### config.mk
export PLATFORM = sky130hd
export DESIGN_NAME = cpu_sequencer_flat
export DESIGN_NICKNAME = d
export VERILOG_FILES = /design/src/rtl/cpu_sequencer_if.sv /design/src/rtl/cpu_sequencer.sv /design/src/flat_wrapper.sv
export SDC_FILE = /design/constraint.sdc
export NUM_CORES = 1
export LEC_CHECK = 0
export ABC_CLOCK_PERIOD_IN_PS = 3900
export BUFFER_PORTS_ARGS = -buffer_cell sky130_fd_sc_hd__buf_4
export CAP_MARGIN = 15
export CORE_ASPECT_RATIO = 0.75
export CORE_MARGIN = 3
export CORE_UTILIZATION = 52
export CTS_BUF_LIST = sky130_fd_sc_hd__clkbuf_2 sky130_fd_sc_hd__clkbuf_4 sky130_fd_sc_hd__clkbuf_8
export CTS_CLUSTER_SIZE = 10
export DETAILED_ROUTE_END_ITERATION = 7
export GPL_ROUTABILITY_DRIVEN = 0
export GPL_TIMING_DRIVEN = 1
export PLACE_DENSITY = 0.95
export SETUP_SLACK_MARGIN = 0.5
export SKIP_CTS_REPAIR_TIMING = 1
export SLEW_MARGIN = 10
export SYNTH_ARGS = -nofsm -noshare
export SYNTH_HDL_FRONTEND = slang
export SYNTH_SLANG_ARGS = --single-unit
### constraint.sdc
create_clock -name clk -period 3.9 [get_ports clk]
set_clock_uncertainty 0.05 [all_clocks]
set_input_delay 0.585 -clock clk [delete_from_list [all_inputs] [get_ports clk]]
set_output_delay 0.585 -clock clk [all_outputs]
set_load 0.005 [all_outputs]
### src/rtl/cpu_sequencer_if.sv
// Bus between the CPU sequencer and its surroundings: run/step control,
// instruction memory port, decoder feedback and status outputs.
interface cpu_sequencer_if #(
   parameter int PC_W    = 4,
   parameter int INSTR_W = 8,
   parameter int CNT_W   = 8
);
   logic               run;
   logic               step;
   logic [INSTR_W-1:0] mem_rdata;
   logic               halt_dec;
   logic [PC_W-1:0]    mem_addr;
   logic               mem_re;
   logic [INSTR_W-1:0] ir;
   logic               rf_we;
   logic [PC_W-1:0]    pc;
   logic               halted;
   logic               busy;
   logic [CNT_W-1:0]   instr_count;
   logic [2:0]         state;

   modport master (
      input  run, step, mem_rdata, halt_dec,
      output mem_addr, mem_re, ir, rf_we, pc, halted, busy, instr_count, state
   );

   modport slave (
      output run, step, mem_rdata, halt_dec,
      input  mem_addr, mem_re, ir, rf_we, pc, halted, busy, instr_count, state
   );
endinterface

### src/rtl/cpu_sequencer.sv
// Four-phase FETCH/DECODE/EXECUTE/WRITEBACK sequencer for the 8-bit CPU,
// with run, single-step and terminal halt control.
module cpu_sequencer #(
   parameter int PC_W    = 4,
   parameter int INSTR_W = 8,
   parameter int CNT_W   = 8
) (
   input logic             clk,
   input logic             reset,
   cpu_sequencer_if.master bus
);
   localparam logic [2:0] IDLE      = 3'd0;
   localparam logic [2:0] FETCH     = 3'd1;
   localparam logic [2:0] DECODE    = 3'd2;
   localparam logic [2:0] EXECUTE   = 3'd3;
   localparam logic [2:0] WRITEBACK = 3'd4;
   localparam logic [2:0] HALTED    = 3'd5;

   logic [2:0]         state_q;
   logic [2:0]         state_nxt;
   logic [PC_W-1:0]    pc_q;
   logic [INSTR_W-1:0] ir_q;
   logic [CNT_W-1:0]   cnt_q;
   logic               single_q;
   logic               keep_running;

   // A single-stepped instruction never chains into the next one.
   assign keep_running = bus.run && !single_q;

   always_comb begin
      // NOTE: default first so every path assigns state_nxt and no latch is inferred.
      state_nxt = state_q;
      case (state_q)
         IDLE:      if (bus.run || bus.step) state_nxt = FETCH;
         FETCH:     state_nxt = DECODE;
         DECODE:    state_nxt = EXECUTE;
         EXECUTE:   state_nxt = bus.halt_dec ? HALTED : WRITEBACK;
         WRITEBACK: state_nxt = keep_running ? FETCH : IDLE;
         HALTED:    state_nxt = HALTED;
         default:   state_nxt = IDLE;
      endcase
   end

   always_ff @(posedge clk or posedge reset) begin
      if (reset) begin
         state_q  <= IDLE;
         pc_q     <= '0;
         ir_q     <= '0;
         cnt_q    <= '0;
         single_q <= 1'b0;
      end else begin
         // NOTE: non-blocking so every register samples pre-edge values, like real flops.
         state_q <= state_nxt;
         if (state_q == IDLE && !bus.run && bus.step)
            single_q <= 1'b1;
         if (state_q == DECODE)
            ir_q <= bus.mem_rdata;
         if (state_q == WRITEBACK) begin
            pc_q  <= pc_q + 1'b1;
            cnt_q <= cnt_q + 1'b1;
            if (!keep_running)
               single_q <= 1'b0;
         end
      end
   end

   // All outputs are registers or decodes of the registered state.
   assign bus.mem_addr    = pc_q;
   assign bus.pc          = pc_q;
   assign bus.ir          = ir_q;
   assign bus.instr_count = cnt_q;
   assign bus.state       = state_q;
   assign bus.mem_re      = (state_q == FETCH);
   assign bus.rf_we       = (state_q == WRITEBACK);
   assign bus.halted      = (state_q == HALTED);
   assign bus.busy        = (state_q == FETCH) || (state_q == DECODE) ||
                            (state_q == EXECUTE) || (state_q == WRITEBACK);
endmodule

### src/flat_wrapper.sv
// flat-port wrapper written by rule: the top's interface ports become plain ports
module cpu_sequencer_flat 
#(
   parameter int PC_W    = 4,
   parameter int INSTR_W = 8,
   parameter int CNT_W   = 8
)
  (clk, reset, bus_run, bus_step, bus_mem_rdata, bus_halt_dec, bus_mem_addr, bus_mem_re, bus_ir, bus_rf_we, bus_pc, bus_halted, bus_busy, bus_instr_count, bus_state);
  cpu_sequencer_if #(.PC_W(PC_W), .INSTR_W(INSTR_W), .CNT_W(CNT_W)) bus_i ();
  input logic clk;
  input logic reset;
  input wire logic [$bits(bus_i.run)-1:0] bus_run;
  input wire logic [$bits(bus_i.step)-1:0] bus_step;
  input wire logic [$bits(bus_i.mem_rdata)-1:0] bus_mem_rdata;
  input wire logic [$bits(bus_i.halt_dec)-1:0] bus_halt_dec;
  output wire logic [$bits(bus_i.mem_addr)-1:0] bus_mem_addr;
  output wire logic [$bits(bus_i.mem_re)-1:0] bus_mem_re;
  output wire logic [$bits(bus_i.ir)-1:0] bus_ir;
  output wire logic [$bits(bus_i.rf_we)-1:0] bus_rf_we;
  output wire logic [$bits(bus_i.pc)-1:0] bus_pc;
  output wire logic [$bits(bus_i.halted)-1:0] bus_halted;
  output wire logic [$bits(bus_i.busy)-1:0] bus_busy;
  output wire logic [$bits(bus_i.instr_count)-1:0] bus_instr_count;
  output wire logic [$bits(bus_i.state)-1:0] bus_state;
  assign bus_i.run = bus_run;
  assign bus_i.step = bus_step;
  assign bus_i.mem_rdata = bus_mem_rdata;
  assign bus_i.halt_dec = bus_halt_dec;
  assign bus_mem_addr = bus_i.mem_addr;
  assign bus_mem_re = bus_i.mem_re;
  assign bus_ir = bus_i.ir;
  assign bus_rf_we = bus_i.rf_we;
  assign bus_pc = bus_i.pc;
  assign bus_halted = bus_i.halted;
  assign bus_busy = bus_i.busy;
  assign bus_instr_count = bus_i.instr_count;
  assign bus_state = bus_i.state;
  cpu_sequencer #(.PC_W(PC_W), .INSTR_W(INSTR_W), .CNT_W(CNT_W)) u_core (.clk(clk), .reset(reset), .bus(bus_i));
endmodule
# Word-level counts from Yosys, hierarchy flattened
# Index checks and enable logic that the tools add are counted.
totals:
  input_bits: 13
  ff_bits: 24
  out_inout_bits: 31
  word_cells: 30
classes:
  n_addsub: 2
  n_eq_ne: 6
  muxes: 7
  reduce_logical: 10
op_table:
  columns: ["op", "count"]
  rows:
  - ["3-bit case mux with 6 select lines", 1]
  - ["8-bit by 1-bit adder with 8-bit output, second input constant", 1]
  - ["3-bit by 2-bit equality test with 1-bit output, second input constant", 2]
  - ["3-bit equality test, second input constant", 2]
  - ["1-bit two-way mux", 5]
  - ["4-bit by 1-bit adder with 4-bit output, second input constant", 1]
  - ["1-bit logical OR", 4]
  - ["3-bit by 1-bit equality test with 1-bit output, second input constant", 1]
  - ["1-bit logical AND", 3]
  - ["3-bit logical NOT", 1]
  - ["3-bit two-way mux", 1]
  - ["1-bit logical NOT", 2]
  - ["2-bit by 1-bit inequality test with 1-bit output, second input constant", 1]

# Depth between registers and ports, before layout
logic_depth:
  depth_word: 6
  depth_mapped: 4
  mapped_depth_nobuf: 3

# Worst setup path before layout
# Ideal clock, no wire load.
synth_path:
  kind: "register to output"
  start: "register u_core.state_q[0] (netlist: u_core.bus.state[0])"
  end: "output port bus_rf_we"
  required_ps: 3265
  slack_ps: 2405
  arrival_ps: 860
  path_buffers: 1
  path_stages_with_launch: 3
  path_cell_list: "dfrtp_1 nor3b_2 buf_6"
synth_via:
  elab_chain_len: 1
synth_rtl:
  columns: ["element", "line_no", "rtl"]
  rows:
  - ["start: declaration", "cpu_sequencer.sv:19", "logic [2:0] state_q;"]
  - ["start signal: assignment", "cpu_sequencer.sv:53", "state_q <= state_nxt;"]
  - ["3-bit equality test", "cpu_sequencer.sv:74", "assign bus.rf_we = (state_q == WRITEBACK);"]
  - ["end: declaration", "flat_wrapper.sv:19", "output wire logic [$bits(bus_i.rf_we)-1:0] bus_rf_we;"]
# No other way between the ends.

# Worst setup path in the final report
layout_path:
  start: "register u_core.state_q[2] (netlist: u_core.bus.state[2])"
  end: "output port bus_rf_we"
# Same word-level chain as after synthesis.

==> metrics.txt <==
post-route insts no fill=147; Area after DPL=1370 um^2; drt total wl=2170 um; Worst Path Required=3.26 ns; pwr dens=761 nW/um^2; Chip Width=58.1 um; Placed Cells=144; Final ANT Viol Nets=0; dpl hpwl=1660 um; Initial DRT Pass Iterations=4; Initial Util=58.0%; TNS Setup=0 ns; Synth area leader=dfrtp_1; Worst setup SP type=flop; sequential fraction of the synthesis area=56.8%; number of max-cap violations=0; commonest non-fill, non-tap cell in the layout=buf_4; synthesized net count=99; run status=completed; vias=765; Die Span Y=45.1 um; Final Cell Area=1390 um^2; CP arrival=1.71 ns; Slew Limit Fails=0; Slew @ Worst Pin=0.866 ns; fmax=426 MHz; area delta synth->final=31.4%; vias in the first global route=828; Final setup viols=0; Worst setup EP type=output pin; Relative slew margins=42.2%; Top FF cell, synth=dfrtp_1; Post-synth EDFFs=0; Syn Inst Count=84; Total Power=1060 uW; htree depth=1; unrepaired setup endpoints after global routing=false; Post-route DRC=0; die footprint=2620 um^2; I/O pins=44; TritonCTS Buffers=3; top cells by area, synth=dfrtp_1 (57%), mux2_2 (11%), xnor2_1 (5.0%); Static Leakage=0.000695 uW; worst-skew pair later-pin latency=0.31 ns; Synth cell types=22; CTS tree=yes; share of layout cells above drive strength 1=47.2%; VDD IR max=0.469 mV; # clock sinks=24; Mapped Avg Cell Area=12.6 um^2; PortBufs=43; n_diodes=0; min cycle time layout=2.35 ns; CTS Root Cell=clkbuf_4; synthesized flop and latch total=24; Yosys top cell area share=56.8%; Nets=142; Yosys Warn Count=0; Hold Path Class=primary input to asynchronous set/reset pin; largest net degree at the start of global routing=25; fin crit share=60.2%; Reg clk slew, reported paths=0.12 ns; Total GRT Usage=18.9%; total grt overflow=0; WS Path Type=flop to output pin; CP max FO=11; Starting DRT DRC Count=12; wire per inst=14.7 um; core area=1820 um^2; asr flop ratio synth=100%; most frequent cells in the layout=buf_4 (43), dfrtp_1 (24), mux2_2 (10); Max clock buf depth=2; Final Hold Violating Endpoints=0; first-pass GRT wire length=3530 um; hold_ws=0.388 ns; routed vias/inst=5.20; # rows=13; area of the mapped netlist=1060 um^2; antenna violations before repair=0
[state kept, by name (all words and copies together), names as in the netlist]
register,count
u_core.single_q,1
u_core.bus.instr_count,8
u_core.bus.mem_addr,4
u_core.bus.ir,8
u_core.bus.state,3
[worst max-delay path, cell delays in order (launching register included)]
cell,delay [ns]
dfrtp_1,0.51
nor3b_2,0.66
buf_4,0.23
[synthesized netlist by cell type (2+ instances only)]
cell	number
a21oi_1	3
dfrtp_1	24
xnor2_1	6
nand4_1	4
xor2_1	5
nand2b_1	3
mux2_2	10
nor2_1	4
buf_4	4
inv_1	3
ha_1	2
nand2_1	4
nor3_1	3
[metal layers]
metal / up-vias / wire length (um) / track usage [%]
li1: 364 / - / -
met1: 359 / 857 / 20.3
met2: 36 / 1070 / 32.7
met3: 6 / 178 / 6.86
met4: 0 / 64 / 11.1
met5: - / 0 / 0
[final timing paths]
| check | startpoint | endpoint | slack [ns] | depth (start not counted) |
|---|---|---|---|---|
| setup / recovery | u_core.bus.state[2] | bus_rf_we | 1.55 | 2 |
| hold / removal | reset | u_core.bus.state[2] | 0.39 | 2 |
| setup reg to reg | u_core.bus.state[2] | u_core.bus.mem_addr[1] | 2.17 | 2 |
| hold reg to reg | u_core.bus.instr_count[7] | u_core.bus.instr_count[7] | 0.42 | 1 |
| max in group asynchronous | reset | u_core.bus.instr_count[0] | 2.88 | 2 |
| min in group clk | u_core.bus.instr_count[7] | u_core.bus.instr_count[7] | 0.42 | 1 |
[metrics by stage]
step,utilization [%],setup WS [ns]
finish,76.2,1.55
global route,76.2,1.42
CTS,76.2,1.53
detailed placement,75.0,1.91
global placement,75.0,1.99
floorplan,-,2.41
[kinds of logic (layout without fill, tap and decap cells)]
| logic type | after synthesis | in the layout | synth area share (%) |
|---|---|---|---|
| DFF | 24 | 24 | 56.8 |
| and+or+nand+nor | 24 | 24 | 13.4 |
| xor gates and xnor gates | 11 | 11 | 9.11 |
| muxes | 10 | 10 | 10.7 |
| buffers and inverters | 8 | 49 | 4.97 |
| AOI/OAI and AO/OA | 5 | 5 | 2.72 |
| adders and majority gates | 2 | 2 | 2.37 |
[area by class of cell]
class	count	area, um^2
clock buffer	3	22.5
fill	130	433
inverter	3	11.3
multi-input combinational	52	404
sequential	24	601
tap	22	27.5
timing repair buffer	43	323
[where the power goes]
group	switching [uW]	internal (uW)
Combinational	181	303
Sequential	113	353
Clock	70.1	36.2
(Power assumes the default switching activity.)
